**config.mk**
```make
export PLATFORM = sky130hd
export DESIGN_NAME = dcache_ctrl_flat
export DESIGN_NICKNAME = d
export VERILOG_FILES = /design/src/rtl/dcache_pkg.sv /design/src/rtl/dcache_if.sv /design/src/rtl/dcache_array.sv /design/src/rtl/dcache_ctrl.sv /design/src/flat_wrapper.sv
export SDC_FILE = /design/constraint.sdc
export NUM_CORES = 2
export LEC_CHECK = 0
export BUFFER_PORTS_ARGS = -buffer_cell sky130_fd_sc_hd__buf_2
export CAP_MARGIN = 30
export CORE_MARGIN = 5
export CORE_UTILIZATION = 40
export CTS_BUF_LIST = sky130_fd_sc_hd__clkbuf_4
export DETAILED_ROUTE_END_ITERATION = 7
export SLEW_MARGIN = 20
export SYNTH_ARGS = -nofsm -noshare
export SYNTH_HDL_FRONTEND = slang
export SYNTH_SLANG_ARGS = --single-unit
export TNS_END_PERCENT = 100
```
**constraint.sdc**
```tcl
create_clock -name clk -period 5.95 [get_ports clk]
set_input_delay 0.2975 -clock clk [delete_from_list [all_inputs] [get_ports clk]]
set_output_delay 0.2975 -clock clk [all_outputs]
set_load 0.01 [all_outputs]
```
**src/rtl/dcache_pkg.sv**
```systemverilog
// -----------------------------------------------------------------------------
// dcache_pkg
// Shared types and width helpers for the direct-mapped write-back data cache.
//   dcache_state_t : controller FSM states (IDLE, WRITEBACK, ALLOCATE)
//   ADDR_W, DATA_W : CPU/memory address and data widths
//   off_w/idx_w/tag_w : address-field widths derived from the cache geometry
// -----------------------------------------------------------------------------
package dcache_pkg;

    localparam int ADDR_W = 32;
    localparam int DATA_W = 32;

    typedef enum logic [1:0] {
        IDLE      = 2'd0,
        WRITEBACK = 2'd1,
        ALLOCATE  = 2'd2
    } dcache_state_t;

    // Word-within-line field width.
    function automatic int off_w(input int words_per_line);
        return $clog2(words_per_line);
    endfunction

    // Line-index field width.
    function automatic int idx_w(input int num_lines);
        return $clog2(num_lines);
    endfunction

    // Tag field width: whatever remains above index, word offset and byte offset.
    function automatic int tag_w(input int num_lines, input int words_per_line);
        return ADDR_W - 2 - $clog2(num_lines) - $clog2(words_per_line);
    endfunction

endpackage

```
**src/rtl/dcache_if.sv**
```systemverilog
// -----------------------------------------------------------------------------
// dcache_if
// Bundles the CPU-side request bus and the memory-side beat bus of the cache.
//   slave  : cache view  (cpu_* / mem_rdata / mem_ack in; cpu_rdata, cpu_stall,
//            mem_req, mem_we, mem_addr, mem_wdata out)
//   master : core + memory view (directions reversed)
// -----------------------------------------------------------------------------
interface dcache_if;
    import dcache_pkg::*;

    // CPU side
    logic              cpu_req;
    logic              cpu_we;
    logic [ADDR_W-1:0] cpu_addr;
    logic [DATA_W-1:0] cpu_wdata;
    logic [DATA_W-1:0] cpu_rdata;
    logic              cpu_stall;

    // Memory side
    logic              mem_req;
    logic              mem_we;
    logic [ADDR_W-1:0] mem_addr;
    logic [DATA_W-1:0] mem_wdata;
    logic [DATA_W-1:0] mem_rdata;
    logic              mem_ack;

    modport slave (
        input  cpu_req, cpu_we, cpu_addr, cpu_wdata, mem_rdata, mem_ack,
        output cpu_rdata, cpu_stall, mem_req, mem_we, mem_addr, mem_wdata
    );

    modport master (
        output cpu_req, cpu_we, cpu_addr, cpu_wdata, mem_rdata, mem_ack,
        input  cpu_rdata, cpu_stall, mem_req, mem_we, mem_addr, mem_wdata
    );

endinterface

```
**src/rtl/dcache_array.sv**
```systemverilog
// -----------------------------------------------------------------------------
// dcache_array
// Line storage for the direct-mapped cache: valid, dirty, tag and data words.
// Ports:
//   clk, reset            : clock, synchronous active-high reset
//   rd_index_i, rd_word_i : combinational read port (line metadata + one word)
//   rd_valid_o, rd_dirty_o, rd_tag_o, rd_data_o : read results
//   wr_index_i            : line addressed by both write ports
//   word_we_i, wr_word_i, wr_data_i : synchronous single-word write
//   meta_we_i, meta_valid_i, meta_dirty_i, meta_tag_i : line-metadata write
// -----------------------------------------------------------------------------
module dcache_array
    import dcache_pkg::*;
#(
    parameter int NUM_LINES      = 16,
    parameter int WORDS_PER_LINE = 4
) (
    input  logic                                        clk,
    input  logic                                        reset,
    input  logic [idx_w(NUM_LINES)-1:0]                 rd_index_i,
    input  logic [off_w(WORDS_PER_LINE)-1:0]            rd_word_i,
    output logic                                        rd_valid_o,
    output logic                                        rd_dirty_o,
    output logic [tag_w(NUM_LINES, WORDS_PER_LINE)-1:0] rd_tag_o,
    output logic [DATA_W-1:0]                           rd_data_o,
    input  logic [idx_w(NUM_LINES)-1:0]                 wr_index_i,
    input  logic                                        word_we_i,
    input  logic [off_w(WORDS_PER_LINE)-1:0]            wr_word_i,
    input  logic [DATA_W-1:0]                           wr_data_i,
    input  logic                                        meta_we_i,
    input  logic                                        meta_valid_i,
    input  logic                                        meta_dirty_i,
    input  logic [tag_w(NUM_LINES, WORDS_PER_LINE)-1:0] meta_tag_i
);

    localparam int TAG = tag_w(NUM_LINES, WORDS_PER_LINE);

    logic [NUM_LINES-1:0] valid_q;
    logic [NUM_LINES-1:0] dirty_q;
    logic [TAG-1:0]       tag_q  [NUM_LINES];
    logic [DATA_W-1:0]    data_q [NUM_LINES][WORDS_PER_LINE];

    assign rd_valid_o = valid_q[rd_index_i];
    assign rd_dirty_o = dirty_q[rd_index_i];
    assign rd_tag_o   = tag_q[rd_index_i];
    assign rd_data_o  = data_q[rd_index_i][rd_word_i];

    // NOTE: sequential state is assigned with <= so every flop samples the
    // pre-edge values; blocking assignments here would create ordering races.
    always_ff @(posedge clk) begin
        if (reset) begin
            valid_q <= '0;
            dirty_q <= '0;
        end else if (meta_we_i) begin
            valid_q[wr_index_i] <= meta_valid_i;
            dirty_q[wr_index_i] <= meta_dirty_i;
        end
    end

    // NOTE: tag and data arrays carry no reset; clearing valid is enough to make
    // their contents unreachable, and leaving them unreset lets them map to RAM.
    always_ff @(posedge clk) begin
        if (meta_we_i) begin
            tag_q[wr_index_i] <= meta_tag_i;
        end
        if (word_we_i) begin
            data_q[wr_index_i][wr_word_i] <= wr_data_i;
        end
    end

endmodule

```
**src/rtl/dcache_ctrl.sv**
```systemverilog
// -----------------------------------------------------------------------------
// dcache_ctrl
// Direct-mapped, write-back, write-allocate data cache controller. Hits finish
// in the same cycle; misses stall the core while the victim line is written
// back beat by beat (if dirty) and the requested line is refilled.
// Ports:
//   clk, reset : clock, synchronous active-high reset
//   bus        : dcache_if.slave (CPU request bus + memory beat bus)
//   hit_count, miss_count : saturating statistics, present only when the
//                           DCACHE_STATS_EN macro is defined
// -----------------------------------------------------------------------------
module dcache_ctrl
    import dcache_pkg::*;
#(
    parameter int NUM_LINES      = 16,
    parameter int WORDS_PER_LINE = 4
) (
    input  logic        clk,
    input  logic        reset,
    dcache_if.slave     bus
`ifdef DCACHE_STATS_EN
    ,
    output logic [31:0] hit_count,
    output logic [31:0] miss_count
`endif
);

    localparam int OFF = off_w(WORDS_PER_LINE);
    localparam int IDX = idx_w(NUM_LINES);
    localparam int TAG = tag_w(NUM_LINES, WORDS_PER_LINE);

    // Request address fields
    logic [OFF-1:0] req_word;
    logic [IDX-1:0] req_index;
    logic [TAG-1:0] req_tag;
    logic           unused_byte_offset;

    assign req_word           = bus.cpu_addr[2 +: OFF];
    assign req_index          = bus.cpu_addr[2 + OFF +: IDX];
    assign req_tag            = bus.cpu_addr[ADDR_W-1 -: TAG];
    assign unused_byte_offset = ^bus.cpu_addr[1:0];

    dcache_state_t  state_q, state_d;
    logic [OFF-1:0] beat_q, beat_d;

    // Array ports
    logic [OFF-1:0]    rd_word;
    logic              rd_valid;
    logic              rd_dirty;
    logic [TAG-1:0]    rd_tag;
    logic [DATA_W-1:0] rd_data;
    logic              word_we;
    logic [OFF-1:0]    wr_word;
    logic [DATA_W-1:0] wr_data;
    logic              meta_we;
    logic              meta_valid;
    logic              meta_dirty;
    logic [TAG-1:0]    meta_tag;

    // Memory-side outputs
    logic              mem_req;
    logic              mem_we;
    logic [ADDR_W-1:0] mem_addr;
    logic [DATA_W-1:0] mem_wdata;

    logic hit;
    logic last_beat;

    dcache_array #(
        .NUM_LINES      (NUM_LINES),
        .WORDS_PER_LINE (WORDS_PER_LINE)
    ) u_array (
        .clk          (clk),
        .reset        (reset),
        .rd_index_i   (req_index),
        .rd_word_i    (rd_word),
        .rd_valid_o   (rd_valid),
        .rd_dirty_o   (rd_dirty),
        .rd_tag_o     (rd_tag),
        .rd_data_o    (rd_data),
        .wr_index_i   (req_index),
        .word_we_i    (word_we),
        .wr_word_i    (wr_word),
        .wr_data_i    (wr_data),
        .meta_we_i    (meta_we),
        .meta_valid_i (meta_valid),
        .meta_dirty_i (meta_dirty),
        .meta_tag_i   (meta_tag)
    );

    assign hit       = bus.cpu_req & rd_valid & (rd_tag == req_tag);
    assign last_beat = (beat_q == OFF'(WORDS_PER_LINE - 1));

    // Load data is only presented for an IDLE-state hit; zero otherwise.
    assign bus.cpu_rdata = ((state_q == IDLE) && hit) ? rd_data : '0;
    assign bus.cpu_stall = (state_q != IDLE) | (bus.cpu_req & ~hit);

    assign bus.mem_req   = mem_req;
    assign bus.mem_we    = mem_we;
    assign bus.mem_addr  = mem_addr;
    assign bus.mem_wdata = mem_wdata;

    always_ff @(posedge clk) begin
        if (reset) begin
            state_q <= IDLE;
            beat_q  <= '0;
        end else begin
            state_q <= state_d;
            beat_q  <= beat_d;
        end
    end

    // NOTE: every signal driven here gets a default first, so no path through
    // the case leaves one unassigned and no latch is inferred.
    always_comb begin
        state_d    = state_q;
        beat_d     = beat_q;
        mem_req    = 1'b0;
        mem_we     = 1'b0;
        mem_addr   = '0;
        mem_wdata  = '0;
        rd_word    = req_word;
        word_we    = 1'b0;
        wr_word    = req_word;
        wr_data    = bus.cpu_wdata;
        meta_we    = 1'b0;
        meta_valid = 1'b1;
        meta_dirty = 1'b0;
        meta_tag   = req_tag;

        unique case (state_q)
            IDLE: begin
                if (bus.cpu_req) begin
                    if (hit) begin
                        if (bus.cpu_we) begin
                            word_we    = 1'b1;
                            meta_we    = 1'b1;
                            meta_dirty = 1'b1;
                        end
                    end else begin
                        beat_d  = '0;
                        state_d = (rd_valid && rd_dirty) ? WRITEBACK : ALLOCATE;
                    end
                end
            end

            WRITEBACK: begin
                // The read port walks the victim line using the beat counter.
                rd_word   = beat_q;
                mem_req   = 1'b1;
                mem_we    = 1'b1;
                mem_addr  = {rd_tag, req_index, beat_q, 2'b00};
                mem_wdata = rd_data;
                if (bus.mem_ack) begin
                    beat_d = beat_q + OFF'(1);
                    if (last_beat) begin
                        // Victim stays valid under its old tag until the refill
                        // completes; only its dirty bit is cleared.
                        meta_we    = 1'b1;
                        meta_dirty = 1'b0;
                        meta_tag   = rd_tag;
                        state_d    = ALLOCATE;
                    end
                end
            end

            ALLOCATE: begin
                mem_req  = 1'b1;
                mem_addr = {req_tag, req_index, beat_q, 2'b00};
                if (bus.mem_ack) begin
                    word_we = 1'b1;
                    wr_word = beat_q;
                    wr_data = bus.mem_rdata;
                    beat_d  = beat_q + OFF'(1);
                    if (last_beat) begin
                        meta_we = 1'b1;
                        state_d = IDLE;
                    end
                end
            end

            default: begin
                state_d = IDLE;
            end
        endcase
    end

`ifdef DCACHE_STATS_EN
    logic [31:0] hit_count_q;
    logic [31:0] miss_count_q;

    always_ff @(posedge clk) begin
        if (reset) begin
            hit_count_q  <= '0;
            miss_count_q <= '0;
        end else begin
            if ((state_q == IDLE) && hit && (hit_count_q != 32'hFFFF_FFFF)) begin
                hit_count_q <= hit_count_q + 32'd1;
            end
            if ((state_q == IDLE) && (state_d != IDLE) && (miss_count_q != 32'hFFFF_FFFF)) begin
                miss_count_q <= miss_count_q + 32'd1;
            end
        end
    end

    assign hit_count  = hit_count_q;
    assign miss_count = miss_count_q;
`endif

endmodule

```
**src/flat_wrapper.sv**
```systemverilog
// flat-port wrapper written by rule: the top's interface ports become plain ports
module dcache_ctrl_flat import dcache_pkg::*;
#(
    parameter int NUM_LINES      = 16,
    parameter int WORDS_PER_LINE = 4
)
  (clk, reset, bus_cpu_req, bus_cpu_we, bus_cpu_addr, bus_cpu_wdata, bus_mem_rdata, bus_mem_ack, bus_cpu_rdata, bus_cpu_stall, bus_mem_req, bus_mem_we, bus_mem_addr, bus_mem_wdata);
  dcache_if bus_i ();
  input  logic clk;
  input  logic reset;
  input wire logic [$bits(bus_i.cpu_req)-1:0] bus_cpu_req;
  input wire logic [$bits(bus_i.cpu_we)-1:0] bus_cpu_we;
  input wire logic [$bits(bus_i.cpu_addr)-1:0] bus_cpu_addr;
  input wire logic [$bits(bus_i.cpu_wdata)-1:0] bus_cpu_wdata;
  input wire logic [$bits(bus_i.mem_rdata)-1:0] bus_mem_rdata;
  input wire logic [$bits(bus_i.mem_ack)-1:0] bus_mem_ack;
  output wire logic [$bits(bus_i.cpu_rdata)-1:0] bus_cpu_rdata;
  output wire logic [$bits(bus_i.cpu_stall)-1:0] bus_cpu_stall;
  output wire logic [$bits(bus_i.mem_req)-1:0] bus_mem_req;
  output wire logic [$bits(bus_i.mem_we)-1:0] bus_mem_we;
  output wire logic [$bits(bus_i.mem_addr)-1:0] bus_mem_addr;
  output wire logic [$bits(bus_i.mem_wdata)-1:0] bus_mem_wdata;
  assign bus_i.cpu_req = bus_cpu_req;
  assign bus_i.cpu_we = bus_cpu_we;
  assign bus_i.cpu_addr = bus_cpu_addr;
  assign bus_i.cpu_wdata = bus_cpu_wdata;
  assign bus_i.mem_rdata = bus_mem_rdata;
  assign bus_i.mem_ack = bus_mem_ack;
  assign bus_cpu_rdata = bus_i.cpu_rdata;
  assign bus_cpu_stall = bus_i.cpu_stall;
  assign bus_mem_req = bus_i.mem_req;
  assign bus_mem_we = bus_i.mem_we;
  assign bus_mem_addr = bus_i.mem_addr;
  assign bus_mem_wdata = bus_i.mem_wdata;
  dcache_ctrl #(.NUM_LINES(NUM_LINES), .WORDS_PER_LINE(WORDS_PER_LINE)) u_core (.clk(clk), .reset(reset), .bus(bus_i));
endmodule
```
==> impl_metrics.csv <==
group,metric,value,unit
sta,setup_repair_after_global_routing_missed_its_margin,"false",
die,fp.coreArea,241000,µm²
final_layout,most-common-layout-cells,"edfxtp_1 (2432), clkbuf_4 (927), mux4_2 (723)",
routing,detail_route.first_pass.iterations,6,
global_routing,grt_max_degree,136,
critical_path,required,5.65,ns
cts,ctsRootBufferMaster,"clkbuf_4",
yosys,synth.yosys.warnings,0,
yosys,syn-cell-area,96950,µm²
min_path,hold_path.startpoint,"bus_cpu_wdata[1]",
sta,clock_skew,0.08086,ns
critical_path,critical-path-slowest-cell,"o21ai_0",
final_layout,post-route-cell-area,113600,µm²
die,fp.dieArea,252300,µm²
min_path,hold_path_class,"input pin to flop",
cts,cts.repair_timing.setup_buffer_count,0,
critical_path,startpoint_type,"input pin",
routing,route.final.wire_length,261600,µm
yosys,synth-edff-count,2432,
critical_path,crit_start,"bus_cpu_addr[5]",
final_layout,register_area,73750,µm²
critical_path,critical_path.endpoint_type,"output pin",
job,max-cap-violations,0,
power_and_ir_drop,fin_total_pwr,35750,µW
placement,place.detailed.hpwl,144500,µm
final_layout,design.final.nets,5538,
critical_path,crit_type,"input pin to output pin",
cts,cts_tree,"yes",
yosys,synthXorXnorAreaFrac,0.002078,
global_routing,antenna_found_initial,14,
critical_path,longest_individual_stage_delay_on_the_worst_path,0.64,ns
placement,dpl-instance-area,104300,µm²
critical_path,r2r_start,"u_core.u_array.tag_q[8][21]",
final_layout,layout_commonest_cell,"edfxtp_1",
die,die_h,502.3,µm
global_routing,first_global_vias,52261,
critical_path,critical_path.max_fanout,124,
yosys,synth_top_family_by_area,"multiplexers",
final_layout,n_fill_cell,19964,
power_and_ir_drop,powerDensity,314.6,nW/µm²
placement,globalplace.congestion,0.8529,
yosys,yosys.area_share.simple,0.02462,
routing,vias,50972,
routing,post_drt_wl_per_cell,29.00,µm
critical_path,arrival,5.34,ns
yosys,syn_avg_cell_area,21.77,µm²
die,start_util,0.4023,
sta,timing.final.crit_period,5.640,ns
die,ioPinCount,200,
final_layout,syn_to_final_growth,17.22,%
die,chipWidth,502.3,µm
cts,clk-insertion-delay-late,1.34,ns
yosys,synth.mux.area_fraction,0.1823,
power_and_ir_drop,worst_ir_drop_on_vdd,218.5,µV
cts,cts.sink_count,2468,
cts,cts_max_level,6,
yosys,synthCells,4453,
yosys,postSynth.asyncResetShare,0,
final_layout,drive_above_1_share,0.3923,
routing,viasPerCell,5.650,
global_routing,grt_first_pass_wirelength,371700,µm
status,status,"completed",
cts,total_clock_buffers_created_by_cts,641,
sta,clock.fmax,0.1773,GHz
routing,drc_errors,0,
final_layout,multi_input_comb_area,22630,µm²
sta,timing.final.hold_violations,0,
sta,relSlewSlack,0.3258,
placement,buffer_ports.inserted,195,
global_routing,grt_use_total,0.2055,
sta,final-max-slew-violation-count,0,
yosys,synth-adder-area-share,0.0006453,
routing,final_antenna_net_count,0,
sta,finalSetupViolCount,0,
yosys,synth-compound-area-share,0.01665,
critical_path,regToRegSetupSlack,1.12,ns
yosys,yosysSeqAreaShare,0.7607,
sta,worstMarginPinSlew,1.011,ns
global_routing,overflow,0,
yosys,yosys_register_bits,2468,
yosys,dominantRegCellSynth,"edfxtp_1",
routing,detailed_router_s_first_iteration_violation_count,6142,
sta,whs,0.2023,ns
cts,cts_max_path_buffers,4,
critical_path,crit_path_cell_trace,"dlygate4sd3_1 -> buf_8 -> buf_4 -> buf_4 -> buf_12 -> mux4_2 -> mux4_2 -> nand2_1 -> nand2_1 -> o21ai_0 -> nor2_1 -> buf_2",
sta,ratio_of_final_minimum_period_to_clock_period,0.9479,
cts,cts.clk_slew.worst_paths,0.07,ns
die,num_rows,180,
power_and_ir_drop,leakage,0.03681,µW
final_layout,final_util,0.4716,
yosys,netlist-cell-type-count,68,
sta,totalNegativeSetupSlack,0,ns
-- final cells by class --
| class | count | share of cell area |
|---|---|---|
| inverters | 33 | 0.001090 |
| clock inverters | 108 | 0.005340 |
| well taps | 3185 | 0.03507 |
| multi-input cells | 1695 | 0.1991 |
| flip-flops and latches | 2468 | 0.6490 |
| clock buffers | 927 | 0.06124 |
| diodes | 12 | 0.0002642 |
| repair buffers | 593 | 0.04890 |
-- synthesized netlist by cell type (4+ instances only) --
cell type / count / area (µm²)
mux2_2: 46 / 518.0
nor2_1: 190 / 713.2
a2111oi_0: 4 / 35.03
o32ai_1: 4 / 35.03
buf_4: 8 / 60.06
a31oi_1: 11 / 68.82
nand3_1: 50 / 250.2
nand2_1: 236 / 885.9
buf_2: 16 / 80.08
o21ai_0: 88 / 440.4
inv_1: 33 / 123.9
nor3_1: 12 / 60.06
dfxtp_1: 36 / 720.7
or4_1: 16 / 120.1
and2_1: 12 / 75.07
ha_1: 5 / 62.56
buf_6: 11 / 123.9
xor2_1: 6 / 52.55
xnor2_1: 17 / 148.9
a21o_1: 7 / 52.55
mux2i_1: 85 / 850.8
a311oi_1: 12 / 105.1
a2bb2oi_1: 5 / 43.79
buf_1: 52 / 195.2
or2_2: 5 / 31.28
nor2b_1: 7 / 43.79
mux4_2: 723 / 16280
a22o_1: 5 / 43.79
edfxtp_1: 2432 / 73030
nand2b_1: 7 / 43.79
a22oi_1: 27 / 202.7
clkbuf_1: 169 / 634.4
a21oi_1: 55 / 275.3
-- power by group --
part / switching (µW) / total, µW / internal [µW]
Clock: 6550 / 13900 / 7360
Combinational: 1590 / 2490 / 900
Sequential: 8.69 / 19300 / 19300
Total: 8150 / 35800 / 27600
-- path summary, 6_finish.rpt --
check                                 end  depth (start not counted)
max                      bus_cpu_rdata[8]                         12
min          u_core.u_array.data_q[7][65]                          3
max reg2reg              u_core.beat_q[1]                         12
min reg2reg     u_core.u_array.dirty_q[8]                          2
-- sequential cells by signal, indices dropped and copies added, names as in the netlist --
name	flops
u_core.u_array.data_q	2048
u_core.u_array.valid_q	16
u_core.u_array.dirty_q	16
u_core.u_array.tag_q	384
u_core.beat_q	2
u_core.state_q	2
-- cells by family (layout without fill, tap and decap cells) --
family	Yosys count	count (layout)
DFF	2468	2468
muxes	855	855
and+or+nand+nor	556	556
buffers and inverters	291	1661
AOI/OAI and AO/OA	254	254
xor gates and xnor gates	23	23
adders and majority gates	5	5
other	1	14
-- worst max-delay path: cells and delay by family --
| kind | cells | cell delay (ns) |
|---|---|---|
| buffers and inverters | 6 | 2.83 |
| muxes | 2 | 0.91 |
| AOI/OAI and AO/OA | 1 | 0.64 |
| and+or+nand+nor | 3 | 0.44 |
-- metrics by stage --
step	worst slack, ns	instances
5_1_grt	0.1269	9019
3_3_place_gp	0.7006	7802
6_report	0.3098	9021
3_5_place_dp	0.7413	7816
2_1_floorplan	0.9750	4454
4_1_cts	0.3174	9005
-- layer usage --
| layer | global-route usage | wire length, µm | share of wire |
|---|---|---|---|
| met1 | 0.2838 | 105900 | 0.40 |
| met2 | 0.3220 | 125300 | 0.48 |
| met3 | 0.04713 | 22490 | 0.086 |
| met4 | 0.07537 | 7974 | 0.030 |
| met5 | 0 | 13 | 0.000050 |
-- timing repair --
item | in CTS | in global routing
hold buffers | 154 | 1
endpoints found under the hold margin | 2035 | 6
gates resized for setup | 0 | 0
Power figures use the tool's default switching activity.
